$ cat src/rtl/cpu_defs.sv
// cpu_defs: shared core widths, fetch FSM state type and fetch buffer entry type.
package cpu_defs;
   localparam int XLEN = 64;
   localparam int ILEN = 32;
   localparam logic [ILEN-1:0] NOP = 32'h0000_0013;
   typedef enum logic [1:0] {BOOT, RUN, HALT} fetch_state_t;
   typedef struct packed {
      logic [XLEN-1:0] pc;
      logic [ILEN-1:0] inst;
   } fetch_entry_t;
endpackage

$ cat src/rtl/fetch_fifo.sv
// fetch_fifo: two-entry prefetch buffer of {pc, inst} pairs.
// Ports: clk, rst (async, active-high); push/wr_entry write the tail;
// pop retires the head; flush empties the buffer (wins over push/pop);
// count is the occupancy 0..2; head is the oldest entry, zero when empty.
module fetch_fifo
   import cpu_defs::*;
(
   input  logic         clk,
   input  logic         rst,
   input  logic         push,
   input  logic         pop,
   input  logic         flush,
   input  fetch_entry_t wr_entry,
   output logic [1:0]   count,
   output fetch_entry_t head
);
   fetch_entry_t mem [2];
   logic         rd;
   logic         wr;

   assign head = (count != 2'd0) ? mem[rd] : '0;

   always_ff @(posedge clk or posedge rst) begin
      if (rst) begin
         mem   <= '{default: '0};
         rd    <= 1'b0;
         wr    <= 1'b0;
         count <= 2'd0;
      end else if (flush) begin
         rd    <= 1'b0;
         wr    <= 1'b0;
         count <= 2'd0;
      end else begin
         if (push) begin
            mem[wr] <= wr_entry;
            wr      <= ~wr;
         end
         if (pop)
            rd <= ~rd;
         // push and pop together leave the occupancy unchanged, even when full
         count <= count + {1'b0, push} - {1'b0, pop};
      end
   end
endmodule

$ cat src/rtl/inst_fetch.sv
// inst_fetch: sequential instruction fetch with redirect, halt and a 2-entry prefetch buffer.
// Ports: clk, rst (async, active-high); inst_mem_addr/inst_mem_valid/inst_mem_data
// form the same-cycle ROM interface; redirect_valid/redirect_pc retarget fetch;
// halt stops new fetches; if_valid/if_ready/if_pc/if_inst is the decode handshake.
module inst_fetch
   import cpu_defs::*;
#(
   parameter logic [XLEN-1:0] RESET_PC   = 64'h0,
   parameter int              FIFO_DEPTH = 2
)(
   input  logic            clk,
   input  logic            rst,
   output logic [XLEN-1:0] inst_mem_addr,
   output logic            inst_mem_valid,
   input  logic [ILEN-1:0] inst_mem_data,
   input  logic            redirect_valid,
   input  logic [XLEN-1:0] redirect_pc,
   input  logic            halt,
   output logic            if_valid,
   input  logic            if_ready,
   output logic [XLEN-1:0] if_pc,
   output logic [ILEN-1:0] if_inst
);
   fetch_state_t    state;
   logic [XLEN-1:0] pc;
   logic [1:0]      count;
   fetch_entry_t    head;
   logic            fire;

   assign if_valid      = count != 2'd0;
   assign fire          = if_valid && if_ready;
   assign inst_mem_addr = pc;
   assign if_pc         = head.pc;
   assign if_inst       = head.inst;
   // a full buffer may still accept a word when decode drains its head this cycle
   assign inst_mem_valid = (state == RUN) && !redirect_valid &&
                           ((32'(count) < FIFO_DEPTH) || fire);

   fetch_fifo u_fifo (
      .clk      (clk),
      .rst      (rst),
      .push     (inst_mem_valid),
      .pop      (fire),
      .flush    (redirect_valid),
      .wr_entry ('{pc: pc, inst: inst_mem_data}),
      .count    (count),
      .head     (head)
   );

   always_ff @(posedge clk or posedge rst) begin
      if (rst) begin
         state <= BOOT;
         pc    <= RESET_PC;
      end else begin
         state <= (state == BOOT) ? RUN : (halt ? HALT : RUN);
         // redirect targets are forced word-aligned; pc+4 wraps naturally at 2^64
         pc    <= redirect_valid ? (redirect_pc & ~64'h3) :
                  inst_mem_valid ? pc + 64'd4 : pc;
      end
   end
endmodule

$ cat config.mk
export PLATFORM = sky130hd
export DESIGN_NAME = inst_fetch
export DESIGN_NICKNAME = d
export VERILOG_FILES = /design/src/rtl/cpu_defs.sv /design/src/rtl/fetch_fifo.sv /design/src/rtl/inst_fetch.sv
export SDC_FILE = /design/constraint.sdc
export NUM_CORES = 1
export LEC_CHECK = 0
export ABC_AREA = 0
export BUFFER_PORTS_ARGS = -buffer_cell sky130_fd_sc_hd__buf_2
export CAP_MARGIN = 20
export CORE_MARGIN = 2
export CORE_UTILIZATION = 40
export DETAILED_ROUTE_END_ITERATION = 6
export MAX_ROUTING_LAYER = met4
export SLEW_MARGIN = 0
export SYNTH_ARGS = -nofsm -noshare
export SYNTH_HDL_FRONTEND = slang
export SYNTH_SLANG_ARGS = --single-unit
$ cat constraint.sdc
create_clock -name clk -period 13.86 [get_ports clk]
set_clock_uncertainty 0.1 [all_clocks]
set_input_delay 1.386 -clock clk [delete_from_list [all_inputs] [get_ports clk]]
set_output_delay 1.386 -clock clk [all_outputs]
set_load 0.005 [all_outputs]
==> results by stage <==
Outcome:
- The flow ran to the end, and the final reports show no timing, DRC or antenna violations.

Setup path:
- The destination of the worst register-to-register timing path is inst_mem_addr[54]$_DFFE_PP0P_.
- Counting cells, the worst reg-to-reg path comes to 7.
- The startpoint of the worst-slack reg-to-reg timing path is inst_mem_addr[2]$_DFFE_PP0P_.
- The element type at the critical path start is a register.
- Following the worst setup path forward leads to its endpoint at if_pc[41].
- The largest fanout on the critical path is 50.
- At the worst endpoint, the required time is 12370 ps.
- The reg-to-reg setup timing slack is 11060 ps.
- The worst stage delay on the critical path is 990 ps.
- The slowest cell on the critical path is dfrtp_4.
- The critical path starts at u_fifo.rd$_DFFE_PP0P_.
- The classification of the worst setup path is reg -> out.
- STA puts the critical path data arrival time at 3070 ps.
- The worst setup path is captured at an output port.
- Traced cell by cell, the critical path runs through buf_4, mux2i_1, nor2_1, buf_2.

Synth:
- The register bit count reported by yosys is 256.
- The top-area cell type share of the netlist area is 52.70%.
- The cell area after synthesis is 12160 sq um.
- The count of unique library cells instantiated by Yosys is 38.
- Synthesis produced a netlist whose cell count is 1064.
- Summed over all instances, the cell type with the most area after synthesis is dfrtp_1.
- After synthesis, the cell types taking the most area are dfrtp_1 (53%), mux2_2 (18%), mux2i_1 (7.9%).
- The share of flip-flops with an asynchronous set or reset after synthesis is 100.0%.
- The number of warnings issued by yosys is 0.
- A synthesized cell averages 11.43 sq um.
- The most frequent cell after synthesis is dfrtp_1.
- After synthesis, flip-flops and latches occupy 52.70% of the total area.
- Sorting the synthesized cells by how often they occur yields dfrtp_1 (256), mux2_2 (189), nor2_1 (120).
- The number of flops mapped to enable cells by yosys is 0.
- The top flip-flop cell by instance count after synthesis is dfrtp_1.

Layout:
- The number of nets at the end of the flow is 1404.
- The final core area utilization is 49.63%.
- The area overhead of the layout relative to synthesis is 21.66%.
- Of the cells placed in the final design, the portion with a size suffix greater than 1 is 38.53%.

Clock tree:
- The insertion delay of the later-clocked pin in the worst-skew pair is 540 ps.
- The clock drives 256 sinks.
- The clock tree from TritonCTS is yes.
- The number of gates resized after cts is 0.
- The count of buffers added by post-CTS timing repair for setup is 0.
- In this run the number of H-tree levels came out at 1.
- The hold-fix buffer count after cts is 0.
- The maximum clock insertion buffer count is 3.
- Buffers inserted during clock tree synthesis total 29.
- Clock tree synthesis selected as its root buffer the cell clkbuf_16.
- After clock tree synthesis, the clock-pin slew on the worst setup and hold paths is 60 ps.

Power:
- The portion of total power attributed to combinational logic is 31.5%.
- The clock network accounts for 26.7% of the total power.
- For this design the ratio of total power to cell area is 196.4 nW/um^2.
- The net switching fraction of the power is 31.54%.
- For this design the total switching power over the nets is 0.9162 mW.
- The cell internal power dissipation is 1.989 mW.
- The static power due to leakage is 6.627 nW.
- IR analysis of the VDD net gives a maximum drop of 114.7 uV.
- The share of total power dissipated in sequential elements is 41.8%.

GRT:
- The met3 routing resource usage after global routing is 3.751%.
- The number of antenna violations at the first check in global routing was 6.
- For this run the aggregate overflow at the end of global routing stands at 0.
- The via count of the first global-routing pass is 8792.
- The fraction of met1 tracks used by global routing is 27.53%.
- The met2 track demand over resource in global routing is 30.74%.
- The first global-routing pass estimated 48910 microns of wire.
- Across every metal layer, demand over resource in global routing totals 19.99%.
- The largest net degree at the start of global routing is 109.
- The layer flagged by global routing as most heavily used is met2.

Timing:
- After layout, the minimum clock period comes to 4558 ps.
- The number of hold violations in the final report is 0.
- The worst path uses 32.89% of the clock period.
- Setup repair after global routing left no endpoint under its margin.
- The worst relative slew slack is 30.23%.
- Summed over all failing endpoints, the final setup total negative slack is 0 ps.
- Setup violations remaining at the end of the flow were counted as 0.
- The slew of the pin with the lowest slew margin is 1047 ps.
- Setup slack closes at 9302 ps.
- Static timing analysis puts the maximum clock frequency at 219.4 MHz.
- The count of pins over their slew limit is 0.

Route:
- The via count is 8774.
- The average via count per standard cell is 5.110.
- In the final routed layout, each cell accounts on average for 18.18 microns.
- The number of design rule violations left after detail routing is 0.
- The detailed router finished its first iteration with 491 violations.
- The first detailed-routing pass took 4 iterations.
- The post-detailed-route count of antenna-violating nets is 0.
- The wire length reported by the detailed router is 31220 microns.

Min path:
- The class of the most critical hold timing path is reg -> reg.

Floorplanning:
- After floorplanning, the core was sized to cover 29800 sq um.
- The die footprint is 31800 sq um.
- The top-level I/O count is 263.
- The initial utilization of the core area, before any placement, comes to 40.80%.
- The number of cell rows is 63.
- The die is 178.3 microns tall.
- The die is 178.3 microns wide.

Run:
- The max capacitance violation total is 0.

Placement:
- Once detailed placement completed, the half-perimeter wirelength came to 20510 microns.
- At the end of routability-driven placement, the weighted congestion stood at 0.7863.
- Input and output buffers added on the ports amount to 256.
- Timing analysis after detailed placement gives a worst setup slack of 9865 ps.
## stage by stage
stage / area (sq um) / instances / hold WS [ps] / total power [mW]
after global placement: 13780 / 1658 / 363.8 / 2.132
final: 14790 / 1717 / 377.8 / 2.905
after global routing: 14790 / 1717 / 412.9 / 3.099
after floorplan: 12170 / 1067 / 349.6 / 1.801
after CTS: 14750 / 1710 / 385.5 / 2.949
after detailed placement: 13780 / 1658 / 372.5 / 2.160
## sequential cells by signal, indices dropped and copies added (netlist names)
register and flops:
state 2, u_fifo.rd 1, inst_mem_addr 62, u_fifo.count 2, u_fifo.mem 188, u_fifo.wr 1
## worst max-delay path, delay by kind of cell, from the launching register on
kind / cells / cell delay (ps)
DFF: 1 / 990
and+or+nand+nor: 1 / 90
muxes: 1 / 310
buffers and inverters: 2 / 1020
## routing by layer
metal  share of wire (%)  routed length, microns
met1                  47                   14560
met4                 1.9                     582
met3                 5.9                    1841
met2                  46                   14230
met5                   0                       0
## cells by family after synthesis
kind of cell	count (synthesis)	share of synthesized area [%]
simple gates	314	11.64
fa+ha+maj	3	0.3088
xor+xnor	62	4.467
other cells	1	0.03085
compound gates	65	2.830
buf+inv	78	2.614
mux	285	25.41
flops	256	52.70
## cell usage in the layout (no fill, tap or decap), types with 2 or more instances in the layout
cell | Yosys | layout
clkbuf_16 | 0 | 29
diode_2 | 0 | 6
or2_2 | 2 | 2
o21ai_0 | 57 | 57
conb_1 | 1 | 4
nor2b_1 | 4 | 4
inv_1 | 13 | 12
mux2_2 | 189 | 189
nand2b_1 | 3 | 3
or3_1 | 3 | 3
nand3_1 | 22 | 22
ha_1 | 3 | 3
xor2_1 | 25 | 25
and3_1 | 9 | 9
bufinv_16 | 0 | 3
nor2_1 | 120 | 119
nor3_1 | 22 | 21
and2_1 | 5 | 5
xnor2_1 | 37 | 37
clkbuf_8 | 0 | 7
buf_4 | 4 | 11
and4_1 | 2 | 2
mux2i_1 | 96 | 96
dfrtp_1 | 256 | 255
nand4_1 | 19 | 19
clkinv_2 | 0 | 3
buf_2 | 2 | 255
o31a_1 | 2 | 2
a31oi_1 | 2 | 2
nand2_1 | 85 | 84
nor4_1 | 13 | 13
clkbuf_1 | 45 | 9
## worst min-delay path by stage
stage / from / slack [ps] / depth (start not counted) / to
after detailed placement: u_fifo.mem[39]$_DFFE_PP0P_ / 370 / 2 / u_fifo.mem[39]$_DFFE_PP0P_
final: u_fifo.mem[39]$_DFFE_PP0P_ / 380 / 2 / u_fifo.mem[39]$_DFFE_PP0P_
after global placement: u_fifo.mem[56]$_DFFE_PP0P_ / 360 / 2 / u_fifo.mem[56]$_DFFE_PP0P_
after floorplan: u_fifo.mem[39]$_DFFE_PP0P_ / 350 / 2 / u_fifo.mem[39]$_DFFE_PP0P_
after CTS: u_fifo.mem[39]$_DFFE_PP0P_ / 390 / 2 / u_fifo.mem[39]$_DFFE_PP0P_
after global routing: u_fifo.mem[161]$_DFFE_PP0P_ / 410 / 1 / u_fifo.mem[161]$_DFFE_PP0P_
## power groups by stage
stage | clock network [mW] | logic (mW) | registers [mW]
2_1_floorplan | 0 | 0.649 | 1.15
3_3_place_gp | 0 | 0.919 | 1.21
3_5_place_dp | 0 | 0.933 | 1.23
4_1_cts | 0.800 | 0.935 | 1.21
5_1_grt | 0.829 | 1.02 | 1.25
6_report | 0.776 | 0.916 | 1.21
## layout make-up
type                       instances  area [sq um]
tap                              390         488.0
antenna                            6         15.01
sequential                       256          6410
clock inverter                     7         113.9
timing repair buffer             267          1386
inverter                          13         56.30
fill                            2824         15010
clock buffer                      45         855.8
multi-input combinational        733          5464
Power figures use the tool's default switching activity.
